[config.mk]
export PLATFORM = sky130hd
export DESIGN_NAME = clock_divider_prog
export DESIGN_NICKNAME = d
export VERILOG_FILES = /design/src/rtl/clock_divider_pkg.sv /design/src/rtl/clock_divider_phase.sv /design/src/rtl/clock_divider_prog.sv
export SDC_FILE = /design/constraint.sdc
export NUM_CORES = 1
export LEC_CHECK = 0
export ABC_AREA = 1
export CAP_MARGIN = 20
export CELL_PAD_IN_SITES_DETAIL_PLACEMENT = 1
export CELL_PAD_IN_SITES_GLOBAL_PLACEMENT = 1
export CORE_MARGIN = 10
export CORE_UTILIZATION = 40
export DETAILED_ROUTE_END_ITERATION = 8
export PLACE_DENSITY = 0.79
export SLEW_MARGIN = 0
export SYNTH_ARGS = -nofsm -noshare
export SYNTH_HDL_FRONTEND = slang
export SYNTH_SLANG_ARGS = --single-unit
[constraint.sdc]
create_clock -name clock -period 4.7 [get_ports clock]
set_input_delay 0.705 -clock clock [delete_from_list [all_inputs] [get_ports clock]]
set_output_delay 0.705 -clock clock [all_outputs]
set_load 0.01 [all_outputs]
[src/rtl/clock_divider_pkg.sv]
// Shared types and helpers for the programmable clock divider.
package clock_divider_pkg;

  localparam int unsigned DIV_WIDTH = 8;
  localparam int unsigned MIN_DIV   = 2;

  typedef logic [DIV_WIDTH-1:0] div_t;

  function automatic logic [31:0] clamp_div(input logic [31:0] n);
    return (n < MIN_DIV) ? 32'(MIN_DIV) : n;
  endfunction

endpackage

[src/rtl/clock_divider_phase.sv]
// Phase counter with registered clk_out and rise/fall strobe decode.
// Stopped state (ph held at 0) is entered at a wrap when i_run_en is low.
module clock_divider_phase
  import clock_divider_pkg::*;
#(
  parameter int unsigned WIDTH = DIV_WIDTH
) (
  input  logic             clock,
  input  logic             reset,
  input  logic [WIDTH-1:0] i_cur_div,
  input  logic [WIDTH-1:0] i_next_div,
  input  logic             i_run_en,
  output logic             o_boundary,
  output logic             o_clk_out,
  output logic             o_rise_strobe,
  output logic             o_fall_strobe
);

  localparam logic [WIDTH-1:0] ONE = WIDTH'(1);

  logic [WIDTH-1:0] r_ph;
  logic [WIDTH-1:0] w_ph_d;
  logic             r_stopped;
  logic             w_stopped_d;
  logic             r_clk;
  logic             w_wrap;
  logic             w_active;

  assign w_wrap   = !r_stopped && (r_ph == i_cur_div - ONE);
  assign w_active = !r_stopped || i_run_en;

  always_comb begin
    w_ph_d      = r_ph + ONE;
    w_stopped_d = r_stopped;
    if (r_stopped) begin
      // The last stopped cycle doubles as phase 0 of the resumed period.
      w_ph_d      = i_run_en ? ONE : '0;
      w_stopped_d = !i_run_en;
    end else if (w_wrap) begin
      w_ph_d      = '0;
      w_stopped_d = !i_run_en;
    end
  end

  always_ff @(posedge clock) begin
    if (reset) begin
      r_ph      <= '0;
      r_stopped <= 1'b0;
      r_clk     <= 1'b0;
    end else begin
      r_ph      <= w_ph_d;
      r_stopped <= w_stopped_d;
      r_clk     <= !w_stopped_d && (w_ph_d >= i_next_div - (i_next_div >> 1));
    end
  end

  assign o_boundary    = w_wrap || (r_stopped && !i_run_en);
  assign o_clk_out     = r_clk;
  assign o_rise_strobe = w_active && (r_ph == i_cur_div - (i_cur_div >> 1) - ONE);
  assign o_fall_strobe = w_wrap;

endmodule

[src/rtl/clock_divider_prog.sv]
// Programmable integer clock divider with glitch-free divisor update.
// Define CLOCK_DIVIDER_PROG_GATE_EN to add the clk_en period-boundary gate.
module clock_divider_prog
  import clock_divider_pkg::*;
#(
  parameter int unsigned WIDTH       = 8,
  parameter int unsigned DEFAULT_DIV = 2
) (
  input  logic             clock,
  input  logic             reset,
`ifdef CLOCK_DIVIDER_PROG_GATE_EN
  input  logic             clk_en,
`endif
  input  logic             div_valid,
  output logic             div_ready,
  input  logic [WIDTH-1:0] div_bits,
  output logic             clk_out,
  output logic             rise_strobe,
  output logic             fall_strobe,
  output logic [WIDTH-1:0] cur_div,
  output logic             pending
);

  logic [WIDTH-1:0] r_cur_div;
  logic [WIDTH-1:0] w_cur_div_d;
  logic [WIDTH-1:0] r_pend_div;
  logic [WIDTH-1:0] w_pend_div_d;
  logic             r_pending;
  logic             w_pending_d;
  logic [WIDTH-1:0] w_clamped;
  logic             w_accept;
  logic             w_boundary;
  logic             w_run_en;

`ifdef CLOCK_DIVIDER_PROG_GATE_EN
  assign w_run_en = clk_en;
`else
  assign w_run_en = 1'b1;
`endif

  assign w_accept  = div_valid && !r_pending;
  assign w_clamped = WIDTH'(clamp_div(32'(div_bits)));

  always_comb begin
    w_cur_div_d  = r_cur_div;
    w_pend_div_d = r_pend_div;
    w_pending_d  = r_pending;
    if (w_boundary && r_pending) begin
      w_cur_div_d = r_pend_div;
      w_pending_d = 1'b0;
    end else if (w_accept && w_boundary) begin
      // Request lands exactly on the boundary: skip the pending slot.
      w_cur_div_d = w_clamped;
    end else if (w_accept) begin
      w_pend_div_d = w_clamped;
      w_pending_d  = 1'b1;
    end
  end

  always_ff @(posedge clock) begin
    if (reset) begin
      r_cur_div  <= WIDTH'(DEFAULT_DIV);
      r_pend_div <= WIDTH'(DEFAULT_DIV);
      r_pending  <= 1'b0;
    end else begin
      r_cur_div  <= w_cur_div_d;
      r_pend_div <= w_pend_div_d;
      r_pending  <= w_pending_d;
    end
  end

  clock_divider_phase #(
    .WIDTH (WIDTH)
  ) u_phase (
    .clock         (clock),
    .reset         (reset),
    .i_cur_div     (r_cur_div),
    .i_next_div    (w_cur_div_d),
    .i_run_en      (w_run_en),
    .o_boundary    (w_boundary),
    .o_clk_out     (clk_out),
    .o_rise_strobe (rise_strobe),
    .o_fall_strobe (fall_strobe)
  );

  assign div_ready = !r_pending;
  assign cur_div   = r_cur_div;
  assign pending   = r_pending;

endmodule

* After elaboration in Yosys (flattened, before gate mapping)
Index checks and enable logic that the tools add are counted.
** Storage, ports and cells
- Word-level logic and storage cells :: 27
- Register bits after elaboration :: 26
- Output and inout port bits :: 13
** Operators by class
- Reductions and logical operators :: 7
- Magnitude comparators :: 2
- Add/subtract/negate cells :: 5
- Eq/ne operators :: 2
- Bitwise logic cells :: 2
- Multiplexer cells :: 4
** Operators by type and width (count)
- 8-bit two-way mux :: 4
- 8-bit == test :: 2
- 8-bit by 1-bit subtractor with 8-bit output (second input constant) :: 2
- 8-bit by 7-bit subtractor with 8-bit output :: 2
- 8-bit by 1-bit adder with 8-bit output (second input constant) :: 1
- 8-bit greater-or-equal comparator :: 1
- 8-bit by 2-bit < comparator with 1-bit output (second input constant) :: 1
- 1-bit logical AND :: 3
- 3-bit AND reduction :: 1
- 1-bit NOT :: 2
- 2-bit AND reduction :: 1
- 2-bit OR reduction :: 1
- 1-bit zero test :: 1

* Depth between registers and ports, before layout
- Depth after elaboration :: 7
- Depth in mapped cells :: 30

* Hierarchy
Synthesis repeated with hierarchy kept, for this count alone.
** Second synthesis, totals
- Cell total of the unflattened synthesis :: 386
- Area total of the unflattened synthesis :: 2527.4 um2
** Modules (own cells, without submodules)
- clock_divider_phase :: cells an instance 270, instances 1, area an instance 1754.2 um2
- clock_divider_prog :: cells an instance 116, instances 1, area an instance 773.2 um2

* Worst setup path before layout
Ideal clock, no wire load.
- Path kind :: register to register
- Start point :: register r_cur_div[0] (netlist: cur_div[0])
- End point :: register u_phase.r_clk (netlist: u_phase.o_clk_out)
- Stages on the path, launching flop included :: 31
- Slack :: 0.620 ns
- Setup time :: 0.110 ns
- Clock period less this slack :: 4.080 ns
- Data arrival time :: 3.970 ns
- Cell sequence :: dfxtp_1 > inv_1 > ha_1 > nand2_1 > inv_1 > nor2_1 > nand3_1 > nor2_1 > nand2_1 > nor2_4 > buf_2 > nand4_1 > nand3_1 > nand2_1 > inv_1 > ha_1 > inv_1 > fa_1 > nand3_1 > and2_1 > inv_1 > a21oi_1 > nor2_1 > nor2_1 > xor2_1 > ha_1 > nand2_1 > o21ai_0 > a211o_1 > nand2_1 > inv_1
** Between the ends
- Cells in the longest elaborated chain, start to end :: 7
** RTL lines
- start: declaration :: RTL line clock_divider_prog.sv:24 : logic [WIDTH-1:0] r_cur_div;
- start signal: assignment :: RTL line clock_divider_prog.sv:62 : r_cur_div <= WIDTH'(DEFAULT_DIV);
- start signal: assignment :: RTL line clock_divider_prog.sv:66 : r_cur_div <= w_cur_div_d;
- 8-bit by 1-bit subtractor with 8-bit output (*) :: RTL line clock_divider_phase.sv:29 : assign w_wrap = !r_stopped && (r_ph == i_cur_div - ONE);
- 8-bit == test (*) :: RTL line clock_divider_phase.sv:29
- 1-bit logical AND :: RTL line clock_divider_prog.sv:51 : end else if (w_accept && w_boundary) begin
- 8-bit two-way mux :: RTL line clock_divider_prog.sv:51
- 8-bit two-way mux (*) :: RTL line clock_divider_prog.sv:48 : if (w_boundary && r_pending) begin
- net u_phase.i_next_div[1] :: RTL line clock_divider_phase.sv:11 : input logic [WIDTH-1:0] i_next_div,
- 8-bit by 7-bit subtractor with 8-bit output (*) :: RTL line clock_divider_phase.sv:53 : r_clk <= !w_stopped_d && (w_ph_d >= i_next_div - (i_next_div >> 1));
- 8-bit greater-or-equal comparator (*) :: RTL line clock_divider_phase.sv:53
- end signal: assignment :: RTL line clock_divider_phase.sv:53
- end: declaration :: RTL line clock_divider_phase.sv:25 : logic r_clk;
The timed path passes the listed nets; every way through them passes the cells marked *.
A chain may end at the register's enable or synchronous reset.

* Worst setup path after layout
Same ends and word-level chain as after synthesis.

==> impl_metrics.json <==
{
  "outcome": "finished clean",
  "dp_hpwl_mm": 6.10,
  "grt_pass1_wl_mm": 12.2,
  "vias": 2479,
  "end_kind": "flop",
  "crit_start": "cur_div[0]",
  "route.detailed.drc": 0,
  "synth_seq_area_share_pct": 20.9,
  "setup_viol": 0,
  "synth_edf_count": 0,
  "period_needed_ns": 4.33,
  "n_antenna_cell": 0,
  "ant_nets": 0,
  "syn_area_mm2": 0.00248,
  "avgSynthCellArea_um2": 6.63,
  "dp_cells": 474,
  "cts.path.max_buffers": 2,
  "pin_count": 24,
  "synth_nets": 419,
  "slew_headroom_pct": 62.9,
  "cts_tree": "done",
  "synth_cell_types": 36,
  "slew_viol_final": 0,
  "die_w_um": 98.8,
  "clock-sinks": 26,
  "grt_pass1_vias": 2532,
  "crit_top_cell": "nand2_1",
  "critPathTopFamily": "simple AND/OR/NAND/NOR gates",
  "cts_hold_buf": 0,
  "fmax_mhz": 231,
  "wirelength_mm": 7.38,
  "drive_above_1_share_pct": 9.38,
  "grt-ovfl-total": 0,
  "antenna_found_initial": 0,
  "max_stage_delay_ns": 0.39,
  "critPathKind": "flop to flop",
  "worstMarginPinSlew_ns": 0.554,
  "place.gp.congestion": 0.855,
  "min_from": "r_pend_div[0]",
  "track_usage_pct": 14.8,
  "timing.rr.start": "cur_div[0]",
  "clk_pin_slew_ns": 0.11,
  "required_ns": 4.88,
  "finalNetCount": 450,
  "netlist_instances": 375,
  "hp-class": "flop to flop",
  "grt_max_degree": 16,
  "dr.first_iter.drc_count": 47,
  "post_drt_wl_per_cell_um": 15.4,
  "worst_hold_slack_ns": 0.492,
  "crit_fanout": 6,
  "maxCapViolCount": 0,
  "syn2layout_area_growth_pct": 18.0,
  "cp_slowest_cell": "ha_1",
  "insertion_delay_ns": 0.28,
  "synth_seq_cells": 26,
  "dieArea_mm2": 0.00976,
  "fill_cells": 824,
  "yosysWarningCount": 0,
  "start_util_pct": 41.5,
  "crit_path_start_kind": "flop",
  "fin_cells": 480,
  "cts_made_buffers": 3,
  "row_count": 28,
  "port_buffers": 23,
  "core-area_mm2": 0.00599,
  "setup_tns_ns": 0,
  "clock_skew_ns": 0.0142,
  "vias_per_cell": 5.16,
  "finalCritPeriodShare_pct": 92.2,
  "synthArstFlopShare_pct": 0,
  "critPathBufInv": 4,
  "cts_root_buffer": "clkbuf_8",
  "die_y_um": 98.8,
  "first_pass_iters": 4,
  "hold_viol_final": 0,
  "synthFlopType": "dfxtp_1",
  "arrival_ns": 4.51,
  "htree_num_levels": 1
}
Yosys cell counts (4+ instances only):
cell type	count	share of area (%)
a21oi_1	14	2.8
dfxtp_1	26	21
ha_1	31	16
inv_1	64	9.7
inv_2	4	0.60
nand2_1	82	12
nand3_1	27	5.4
nand3_2	6	2.4
nand4_1	17	4.3
nor2_1	42	6.3
nor3_1	4	0.81
o21ai_0	13	2.6
xnor2_1	5	1.8
xor2_1	11	3.9
state kept, by name, indices dropped and copies added (netlist names):
register,cells
u_phase.o_clk_out,1
r_pend_div,8
u_phase.r_ph,8
pending,1
cur_div,8
layout make-up:
type	count	area, um^2	share of cell area (%)
Multi-Input combinational cell	276	1700	58.0
Sequential cell	26	522	17.8
Timing Repair Buffer	31	290	9.90
Inverter	68	255	8.71
Tap cell	75	93.8	3.20
Clock buffer	3	41.3	1.41
Clock inverter	1	30.0	1.02
kinds of logic after synthesis:
family | share of synthesized area, %
AOI/OAI and AO/OA | 7.10
buffers and inverters | 11.4
and+or+nand+nor | 35.9
DFF | 20.9
adders and majority gates | 17.2
xor gates and xnor gates | 7.40
stage by stage:
step	worst slack [ns]	utilization, %	area (um^2)
3_3_place_gp	0.422	47.2	2830
2_1_floorplan	0.620	-	2480
6_report	0.366	48.9	2930
3_5_place_dp	0.284	47.2	2830
5_1_grt	-0.0229	48.9	2930
4_1_cts	0.345	48.4	2900
metal layers:
metal / global-route usage, % / up-vias / share of wire, %
met3: 1.82 / 8 / 3.4
met1: 17.7 / 1168 / 45
met5: 0 / - / 0
met2: 27.4 / 43 / 51
met4: 2.54 / 0 / 0.92
li1: - / 1260 / -
final timing paths:
check	end	cells past startpoint	slack [ns]
worst max-delay path	u_phase.o_clk_out	25	0.37
worst min-delay path	r_pend_div[0]	2	0.49
worst max register to register	u_phase.o_clk_out	25	0.37
worst min register to register	r_pend_div[0]	2	0.49
repair_timing:
item | 4_1_cts | 5_1_grt
buffers inserted | 0 | 2
resized for setup | 0 | 7
endpoints found under the setup margin | 0 | 1
worst register-to-register path, cell delays in order (launching register included):
cell and delay, ns:
dfxtp_1 0.36, inv_1 0.10, ha_1 0.35, nand2_1 0.07
inv_1 0.04, nor2_1 0.08, nand3_1 0.10, nor2_1 0.11
nand2_1 0.10, nor2_4 0.22, nand3b_1 0.23, nand2_1 0.18
nand3_2 0.13, ha_1 0.39, a21oi_1 0.24, nand2_1 0.13
a31oi_1 0.23, inv_1 0.09, nand4_1 0.13, nand2_1 0.07
ha_1 0.29, a21oi_1 0.12, o21ai_0 0.09, a211o_1 0.27
nand2_1 0.06, inv_1 0.05
layout by cell type (no fill, tap or decap), types with 3 or more instances in the layout:
cell type	netlist	layout
a21oi_1	14	13
buf_4	0	8
clkbuf_8	0	3
clkdlybuf4s50_1	0	23
dfxtp_1	26	25
ha_1	31	30
inv_1	64	63
inv_2	4	5
nand2_1	82	82
nand2_2	3	3
nand3_1	27	26
nand3_2	6	6
nand4_1	17	17
nor2_1	42	42
nor3_1	4	4
o21ai_0	13	13
xnor2_1	5	5
xor2_1	11	11
Power is left out: the tool's default activity adds up to more than one toggle a clock period on the data nets, which glitch-free logic cannot reach.
